--- src/rtl/pipe_ctrl_if.sv ---
// pipe_ctrl_if: groups the core-side sequencing signals of pipe_ctrl.
// The master modport is the core (drives requests); slave is the controller.
interface pipe_ctrl_if #(
  parameter int NSTAGE = 5,
  parameter int PC_W   = 64,
  parameter int CNT_W  = 32
);
  localparam int SW = $clog2(NSTAGE);

  logic              in_valid;
  logic [NSTAGE-1:0] stage_busy;
  logic              redirect_req;
  logic [SW-1:0]     redirect_stage;
  logic [PC_W-1:0]   redirect_pc;
  logic              trap_req;
  logic [PC_W-1:0]   trap_pc;
  logic              bus_busy;

  logic [NSTAGE-1:0] stage_valid;
  logic [NSTAGE-1:0] stage_en;
  logic [NSTAGE-1:0] stage_bubble;
  logic              flush_all;
  logic              pc_redir_valid;
  logic [PC_W-1:0]   pc_redir;
  logic              trap_pending;
  logic [CNT_W-1:0]  perf_cycles;
  logic [CNT_W-1:0]  perf_stalls;
  logic [CNT_W-1:0]  perf_flushes;

  modport master (
    output in_valid, stage_busy, redirect_req, redirect_stage, redirect_pc,
           trap_req, trap_pc, bus_busy,
    input  stage_valid, stage_en, stage_bubble, flush_all, pc_redir_valid,
           pc_redir, trap_pending, perf_cycles, perf_stalls, perf_flushes
  );

  modport slave (
    input  in_valid, stage_busy, redirect_req, redirect_stage, redirect_pc,
           trap_req, trap_pc, bus_busy,
    output stage_valid, stage_en, stage_bubble, flush_all, pc_redir_valid,
           pc_redir, trap_pending, perf_cycles, perf_stalls, perf_flushes
  );
endinterface

--- src/rtl/pipe_ctrl.sv ---
// pipe_ctrl: per-stage valid/stall/bubble sequencing, branch redirect kill and drain-then-flush trap FSM.
// Define PIPE_PERF_CNT_EN to build the saturating cycle/stall/flush counters; otherwise they read zero.
module pipe_ctrl #(
  parameter int NSTAGE = 5,
  parameter int PC_W   = 64,
  parameter int CNT_W  = 32
) (
  input  logic       clk,
  input  logic       reset,
  pipe_ctrl_if.slave ctl
);
  localparam int SW = $clog2(NSTAGE);

  typedef enum logic [1:0] {ST_IDLE, ST_DRAIN, ST_FLUSH} state_t;

  state_t            state_q, state_d;
  logic [NSTAGE-1:1] valid_q, valid_d;
  logic              redir_valid_q, redir_valid_d;
  logic [PC_W-1:0]   redir_pc_q, redir_pc_d;

  logic              frozen;
  logic              flush_now;
  logic              stall_k;
  logic              redir_acc;
  logic [NSTAGE-1:0] stall;
  logic [NSTAGE-1:0] bubble;
  logic [NSTAGE-1:0] v_all;
  logic [NSTAGE-1:1] kill;

  // A pending trap or any non-idle trap state freezes the whole pipe.
  assign frozen              = ctl.trap_req | (state_q != ST_IDLE);
  assign stall[NSTAGE-1]     = ctl.stage_busy[NSTAGE-1] | frozen;
  assign v_all[0]            = ctl.in_valid;
  assign bubble[0]           = 1'b0;

  genvar gi;
  generate
    for (gi = 0; gi < NSTAGE - 1; gi++) begin : g_stall
      assign stall[gi] = ctl.stage_busy[gi] | stall[gi+1];
    end

    for (gi = 1; gi < NSTAGE; gi++) begin : g_stage
      assign kill[gi]    = redir_acc & (SW'(gi) <= ctl.redirect_stage);
      assign bubble[gi]  = stall[gi-1] | kill[gi];
      assign v_all[gi]   = valid_q[gi];
      assign valid_d[gi] = flush_now  ? 1'b0 :
                           ~stall[gi] ? (v_all[gi-1] & ~bubble[gi]) :
                                        valid_q[gi];
    end
  endgenerate

  // An out-of-range redirect stage reads as stalled and is never accepted.
  always_comb begin
    stall_k = 1'b1;
    for (int i = 0; i < NSTAGE; i++) begin
      if (ctl.redirect_stage == SW'(i)) stall_k = stall[i];
    end
  end

  assign redir_acc = ctl.redirect_req & ~stall_k & ~frozen;

  always_comb begin
    state_d   = state_q;
    flush_now = 1'b0;
    case (state_q)
      ST_IDLE: begin
        if (ctl.trap_req) state_d = ctl.bus_busy ? ST_DRAIN : ST_FLUSH;
      end
      ST_DRAIN: begin
        if (!ctl.bus_busy) state_d = ST_FLUSH;
      end
      ST_FLUSH: begin
        flush_now = 1'b1;
        state_d   = ST_IDLE;
      end
      default: state_d = ST_IDLE;
    endcase
  end

  assign redir_valid_d = redir_acc | flush_now;
  assign redir_pc_d    = flush_now ? ctl.trap_pc :
                         redir_acc ? ctl.redirect_pc : redir_pc_q;

  always_ff @(posedge clk or posedge reset) begin
    if (reset) begin
      state_q       <= ST_IDLE;
      valid_q       <= '0;
      redir_valid_q <= 1'b0;
      redir_pc_q    <= '0;
    end else begin
      state_q       <= state_d;
      valid_q       <= valid_d;
      redir_valid_q <= redir_valid_d;
      redir_pc_q    <= redir_pc_d;
    end
  end

  assign ctl.stage_valid    = v_all;
  assign ctl.stage_en       = ~stall;
  assign ctl.stage_bubble   = bubble;
  assign ctl.flush_all      = flush_now;
  assign ctl.pc_redir_valid = redir_valid_q;
  assign ctl.pc_redir       = redir_pc_q;
  assign ctl.trap_pending   = frozen;

`ifdef PIPE_PERF_CNT_EN
  logic [CNT_W-1:0] cyc_q, cyc_d;
  logic [CNT_W-1:0] stl_q, stl_d;
  logic [CNT_W-1:0] fls_q, fls_d;

  // All three counters stick at all-ones rather than wrapping.
  assign cyc_d = (&cyc_q) ? cyc_q : cyc_q + CNT_W'(1);
  assign stl_d = (stall[0] && !(&stl_q)) ? stl_q + CNT_W'(1) : stl_q;
  assign fls_d = ((redir_acc || flush_now) && !(&fls_q)) ? fls_q + CNT_W'(1) : fls_q;

  always_ff @(posedge clk or posedge reset) begin
    if (reset) begin
      cyc_q <= '0;
      stl_q <= '0;
      fls_q <= '0;
    end else begin
      cyc_q <= cyc_d;
      stl_q <= stl_d;
      fls_q <= fls_d;
    end
  end

  assign ctl.perf_cycles  = cyc_q;
  assign ctl.perf_stalls  = stl_q;
  assign ctl.perf_flushes = fls_q;
`else
  assign ctl.perf_cycles  = {CNT_W{1'b0}};
  assign ctl.perf_stalls  = {CNT_W{1'b0}};
  assign ctl.perf_flushes = {CNT_W{1'b0}};
`endif

endmodule

--- src/flat_wrapper.sv ---
// flat-port wrapper written by rule: the top's interface ports become plain ports
module pipe_ctrl_flat 
#(
  parameter int NSTAGE = 5,
  parameter int PC_W   = 64,
  parameter int CNT_W  = 32
)
  (clk, reset, ctl_in_valid, ctl_stage_busy, ctl_redirect_req, ctl_redirect_stage, ctl_redirect_pc, ctl_trap_req, ctl_trap_pc, ctl_bus_busy, ctl_stage_valid, ctl_stage_en, ctl_stage_bubble, ctl_flush_all, ctl_pc_redir_valid, ctl_pc_redir, ctl_trap_pending, ctl_perf_cycles, ctl_perf_stalls, ctl_perf_flushes);
  pipe_ctrl_if #(.NSTAGE(NSTAGE), .PC_W(PC_W), .CNT_W(CNT_W)) ctl_i ();
  input  logic clk;
  input  logic reset;
  input wire logic [$bits(ctl_i.in_valid)-1:0] ctl_in_valid;
  input wire logic [$bits(ctl_i.stage_busy)-1:0] ctl_stage_busy;
  input wire logic [$bits(ctl_i.redirect_req)-1:0] ctl_redirect_req;
  input wire logic [$bits(ctl_i.redirect_stage)-1:0] ctl_redirect_stage;
  input wire logic [$bits(ctl_i.redirect_pc)-1:0] ctl_redirect_pc;
  input wire logic [$bits(ctl_i.trap_req)-1:0] ctl_trap_req;
  input wire logic [$bits(ctl_i.trap_pc)-1:0] ctl_trap_pc;
  input wire logic [$bits(ctl_i.bus_busy)-1:0] ctl_bus_busy;
  output wire logic [$bits(ctl_i.stage_valid)-1:0] ctl_stage_valid;
  output wire logic [$bits(ctl_i.stage_en)-1:0] ctl_stage_en;
  output wire logic [$bits(ctl_i.stage_bubble)-1:0] ctl_stage_bubble;
  output wire logic [$bits(ctl_i.flush_all)-1:0] ctl_flush_all;
  output wire logic [$bits(ctl_i.pc_redir_valid)-1:0] ctl_pc_redir_valid;
  output wire logic [$bits(ctl_i.pc_redir)-1:0] ctl_pc_redir;
  output wire logic [$bits(ctl_i.trap_pending)-1:0] ctl_trap_pending;
  output wire logic [$bits(ctl_i.perf_cycles)-1:0] ctl_perf_cycles;
  output wire logic [$bits(ctl_i.perf_stalls)-1:0] ctl_perf_stalls;
  output wire logic [$bits(ctl_i.perf_flushes)-1:0] ctl_perf_flushes;
  assign ctl_i.in_valid = ctl_in_valid;
  assign ctl_i.stage_busy = ctl_stage_busy;
  assign ctl_i.redirect_req = ctl_redirect_req;
  assign ctl_i.redirect_stage = ctl_redirect_stage;
  assign ctl_i.redirect_pc = ctl_redirect_pc;
  assign ctl_i.trap_req = ctl_trap_req;
  assign ctl_i.trap_pc = ctl_trap_pc;
  assign ctl_i.bus_busy = ctl_bus_busy;
  assign ctl_stage_valid = ctl_i.stage_valid;
  assign ctl_stage_en = ctl_i.stage_en;
  assign ctl_stage_bubble = ctl_i.stage_bubble;
  assign ctl_flush_all = ctl_i.flush_all;
  assign ctl_pc_redir_valid = ctl_i.pc_redir_valid;
  assign ctl_pc_redir = ctl_i.pc_redir;
  assign ctl_trap_pending = ctl_i.trap_pending;
  assign ctl_perf_cycles = ctl_i.perf_cycles;
  assign ctl_perf_stalls = ctl_i.perf_stalls;
  assign ctl_perf_flushes = ctl_i.perf_flushes;
  pipe_ctrl #(.NSTAGE(NSTAGE), .PC_W(PC_W), .CNT_W(CNT_W)) u_core (.clk(clk), .reset(reset), .ctl(ctl_i));
endmodule
--- config.mk ---
export PLATFORM = sky130hd
export DESIGN_NAME = pipe_ctrl_flat
export DESIGN_NICKNAME = d
export VERILOG_FILES = /design/src/rtl/pipe_ctrl_if.sv /design/src/rtl/pipe_ctrl.sv /design/src/flat_wrapper.sv
export SDC_FILE = /design/constraint.sdc
export NUM_CORES = 1
export LEC_CHECK = 0
export CORE_AREA = 2 2 124 126
export DETAILED_ROUTE_END_ITERATION = 12
export DIE_AREA = 0 0 126 128
export PLACE_DENSITY_LB_ADDON = 0.2
export SYNTH_ARGS = -nofsm -noshare
export SYNTH_HDL_FRONTEND = slang
export SYNTH_SLANG_ARGS = --single-unit
--- constraint.sdc ---
create_clock -name clk -period 2.5 [get_ports clk]
set_input_delay 0.25 -clock clk [delete_from_list [all_inputs] [get_ports clk]]
set_output_delay 0.25 -clock clk [all_outputs]
set_load 0.01 [all_outputs]
==> impl_metrics.ini <==
[die]
core_area_um2 = 14860
dieWidth_um = 126
io_pins = 320
start_util_pct = 28.84
die_area_um2 = 16130
fp.dieH_um = 128
rows = 45

[sta]
rsz0062_at_grt = true
finalSetupTns_ps = 0
timing.final.crit_share_pct = 98.72
max_clock_freq_mhz = 405.2
hold_viol = 0
timing.final.crit_period_ps = 2468
finClkSkew_ps = 2.664
setup_viol = 0
relSlewSlack_pct = 53.08
tightest_slew_ps = 702.8
slew_violations = 0

[detailed_routing]
initialDrtViolationCount = 204
drt_first_pass_iters = 5
drtAntennaViolNets = 0
dr_total_vias = 3983
via_per_inst = 4.631
drc_errors = 0
totalWireLength_mm = 13.88
wl_per_cell_um = 16.14

[worst_setup_path]
crit_fanout = 4
critPathKind = reg2out
arrival_ps = 2220
cp.required_ps = 2250
cp-end-kind = primary output
start_kind = flop

[global_routing]
antenna_found_initial = 0
grt_use_total_pct = 16.58
grt_pass1_vias = 3967
busiest_layer = met2
grt_pass1_wl_mm = 21.12
gr-usage-met2_pct = 29.35
grt_remaining_overflow = 0
gr-usage-met3_pct = 5.676
grt_max_degree = 44
gr-usage-met1_pct = 18.89

[synthesis]
yosysWarnings = 0
syn_inst = 449
yosys-top-cells-area = dfrtp_1 41%, buf_4 17%, o221a_2 15%
synth_edf_count = 0
yosysUniqueCellTypes = 33
synth.most_common_cell = buf_4
synth_xor_area_share_pct = 0
muxShareOfSynthArea_pct = 0
synth_simple_gate_area_share_pct = 9.953
yosysSeqAreaShare_pct = 41.45
ys.flop_type = dfrtp_1
synth_compound_area_share_pct = 26.50
synth-async-reset-ratio_pct = 100.0
synth.top_cell.area_share_pct = 41.45
synth_common_cells = 98 x buf_4, 71 x dfrtp_1, 71 x nor2_1
synthesis.area_um2 = 4287
synthAdderAreaFrac_pct = 0
synth-seq-cells = 71
syn_avg_cell_area_um2 = 9.547
synth_top_family_by_area = compound AO/OA/AOI/OAI gates
synth_top_area_cell = dfrtp_1

[cells_and_area]
layout-drive-gt1-share_pct = 16.82
diodes = 0
multi_input_area_um2 = 1953
finalNonFillerCells = 860
fillers = 1431
final_util_pct = 44.82
fin_nets = 810
seqCellArea_um2 = 1777
syn_to_final_growth_pct = 55.43
finalInstanceArea_um2 = 6663

[placed_design]
portBuffers = 222
placed_cell_area_um2 = 6391
dp.final_hpwl_mm = 10.04
gp_congestion = 0.7865
placed_cells = 844

[cts]
htree_levels = 3
clk_latency_ps = 330
numCtsBuffers = 9
cts_hold_buf = 0
clock_path_buffers = 2
cts_tree = yes
clk_pin_slew_ps = 60
clock-root-buffer = clkbuf_16
cts.sinks = 71

[pwr]
leakagePower_nw = 2.763
power.density_nw_per_um2 = 651.2
ir_worst_vdd_mv = 0.2994

[run]
drv_cap = 0

[status]
run_status = finished clean

[worst_hold_path]
hp-class = in2async
[routing by layer]
layer  share of wire (%)  vias to the layer above
met1                  40                     1921
met4                 1.2                        0
li1                    -                     1845
met2                  51                      208
met3                 8.5                        9
met5                   0                        -
[logic make-up (layout without fill, tap and decap cells)]
| group | Yosys count | count (layout) |
|---|---|---|
| AND/OR/NAND/NOR | 95 | 95 |
| buffers and inverters | 139 | 266 |
| other | 1 | 97 |
| flip-flops | 71 | 71 |
| AO/OA/AOI/OAI | 143 | 143 |
[flip-flops by register name, indices dropped and copies added, names as in the netlist]
name / cells
u_core.ctl.pc_redir: 64
u_core.valid_q: 4
u_core.ctl.pc_redir_valid: 1
u_core.state_q: 2
[area by class of cell]
class	instances	share of cell area (%)
clock buffers	11	3.643
well taps	188	3.531
clock inverters	4	0.3380
inverters	6	0.3568
flip-flops and latches	71	26.67
multi-input cells	335	29.31
repair buffers	245	36.15
[stage by stage]
step	hold slack [ps]	setup slack [ps]	total power [mW]
6_report	347.0	31.89	4.339
5_1_grt	413.4	-34.30	4.595
4_1_cts	369.7	6.824	4.404
3_5_place_dp	548.8	-107.3	3.209
3_3_place_gp	511.9	-93.37	3.191
2_1_floorplan	316.4	453.4	2.391
[report_power, final]
group	total [mW]	switching, mW	internal (mW)
combinational	1.63	0.654	0.975
sequential	1.55	0.151	1.40
clock	1.16	0.471	0.687
total	4.34	1.28	3.06
[worst max-delay path: stages, from the launching register on]
cell	delay (ps)
dfrtp_1	420
or4_4	580
or4_4	470
inv_2	90
nand2_1	50
dlygate4sd2_1	280
[worst paths after layout]
| check | from | end | slack (ps) | cells past startpoint |
|---|---|---|---|---|
| min in group clk | ctl_bus_busy | u_core.state_q[0] | 470 | 3 |
| worst min register to register | u_core.valid_q[4] | u_core.valid_q[4] | 550 | 2 |
| worst max register to register | u_core.state_q[1] | u_core.ctl.pc_redir[2] | 300 | 8 |
| worst min-delay path | reset | u_core.ctl.pc_redir[29] | 350 | 2 |
| max in group asynchronous | reset | u_core.ctl.pc_redir[3] | 1500 | 3 |
| worst max-delay path | u_core.state_q[1] | ctl_stage_bubble[2] | 30 | 5 |
[cell usage in the layout (no fill, tap or decap), types with 3 or more instances in the layout]
cell               n
conb_1            97
clkinv_2           4
dlygate4sd2_1      3
clkbuf_16          9
o21ai_0           67
dfrtp_1           71
buf_4             21
o221a_2           59
a21oi_1            4
nand2_1            6
clkdlybuf4s50_1  214
o221a_1            5
inv_2              4
nor2_1            71
[repair_timing]
item / CTS / global route
buffers inserted: 1 / 0
pin swaps: 1 / 1
endpoints found under the hold margin: 0 / 0
resized for setup: 10 / 9
setup endpoints to repair: 7 / 5
Note: power is estimated with default switching activity, not from simulation.
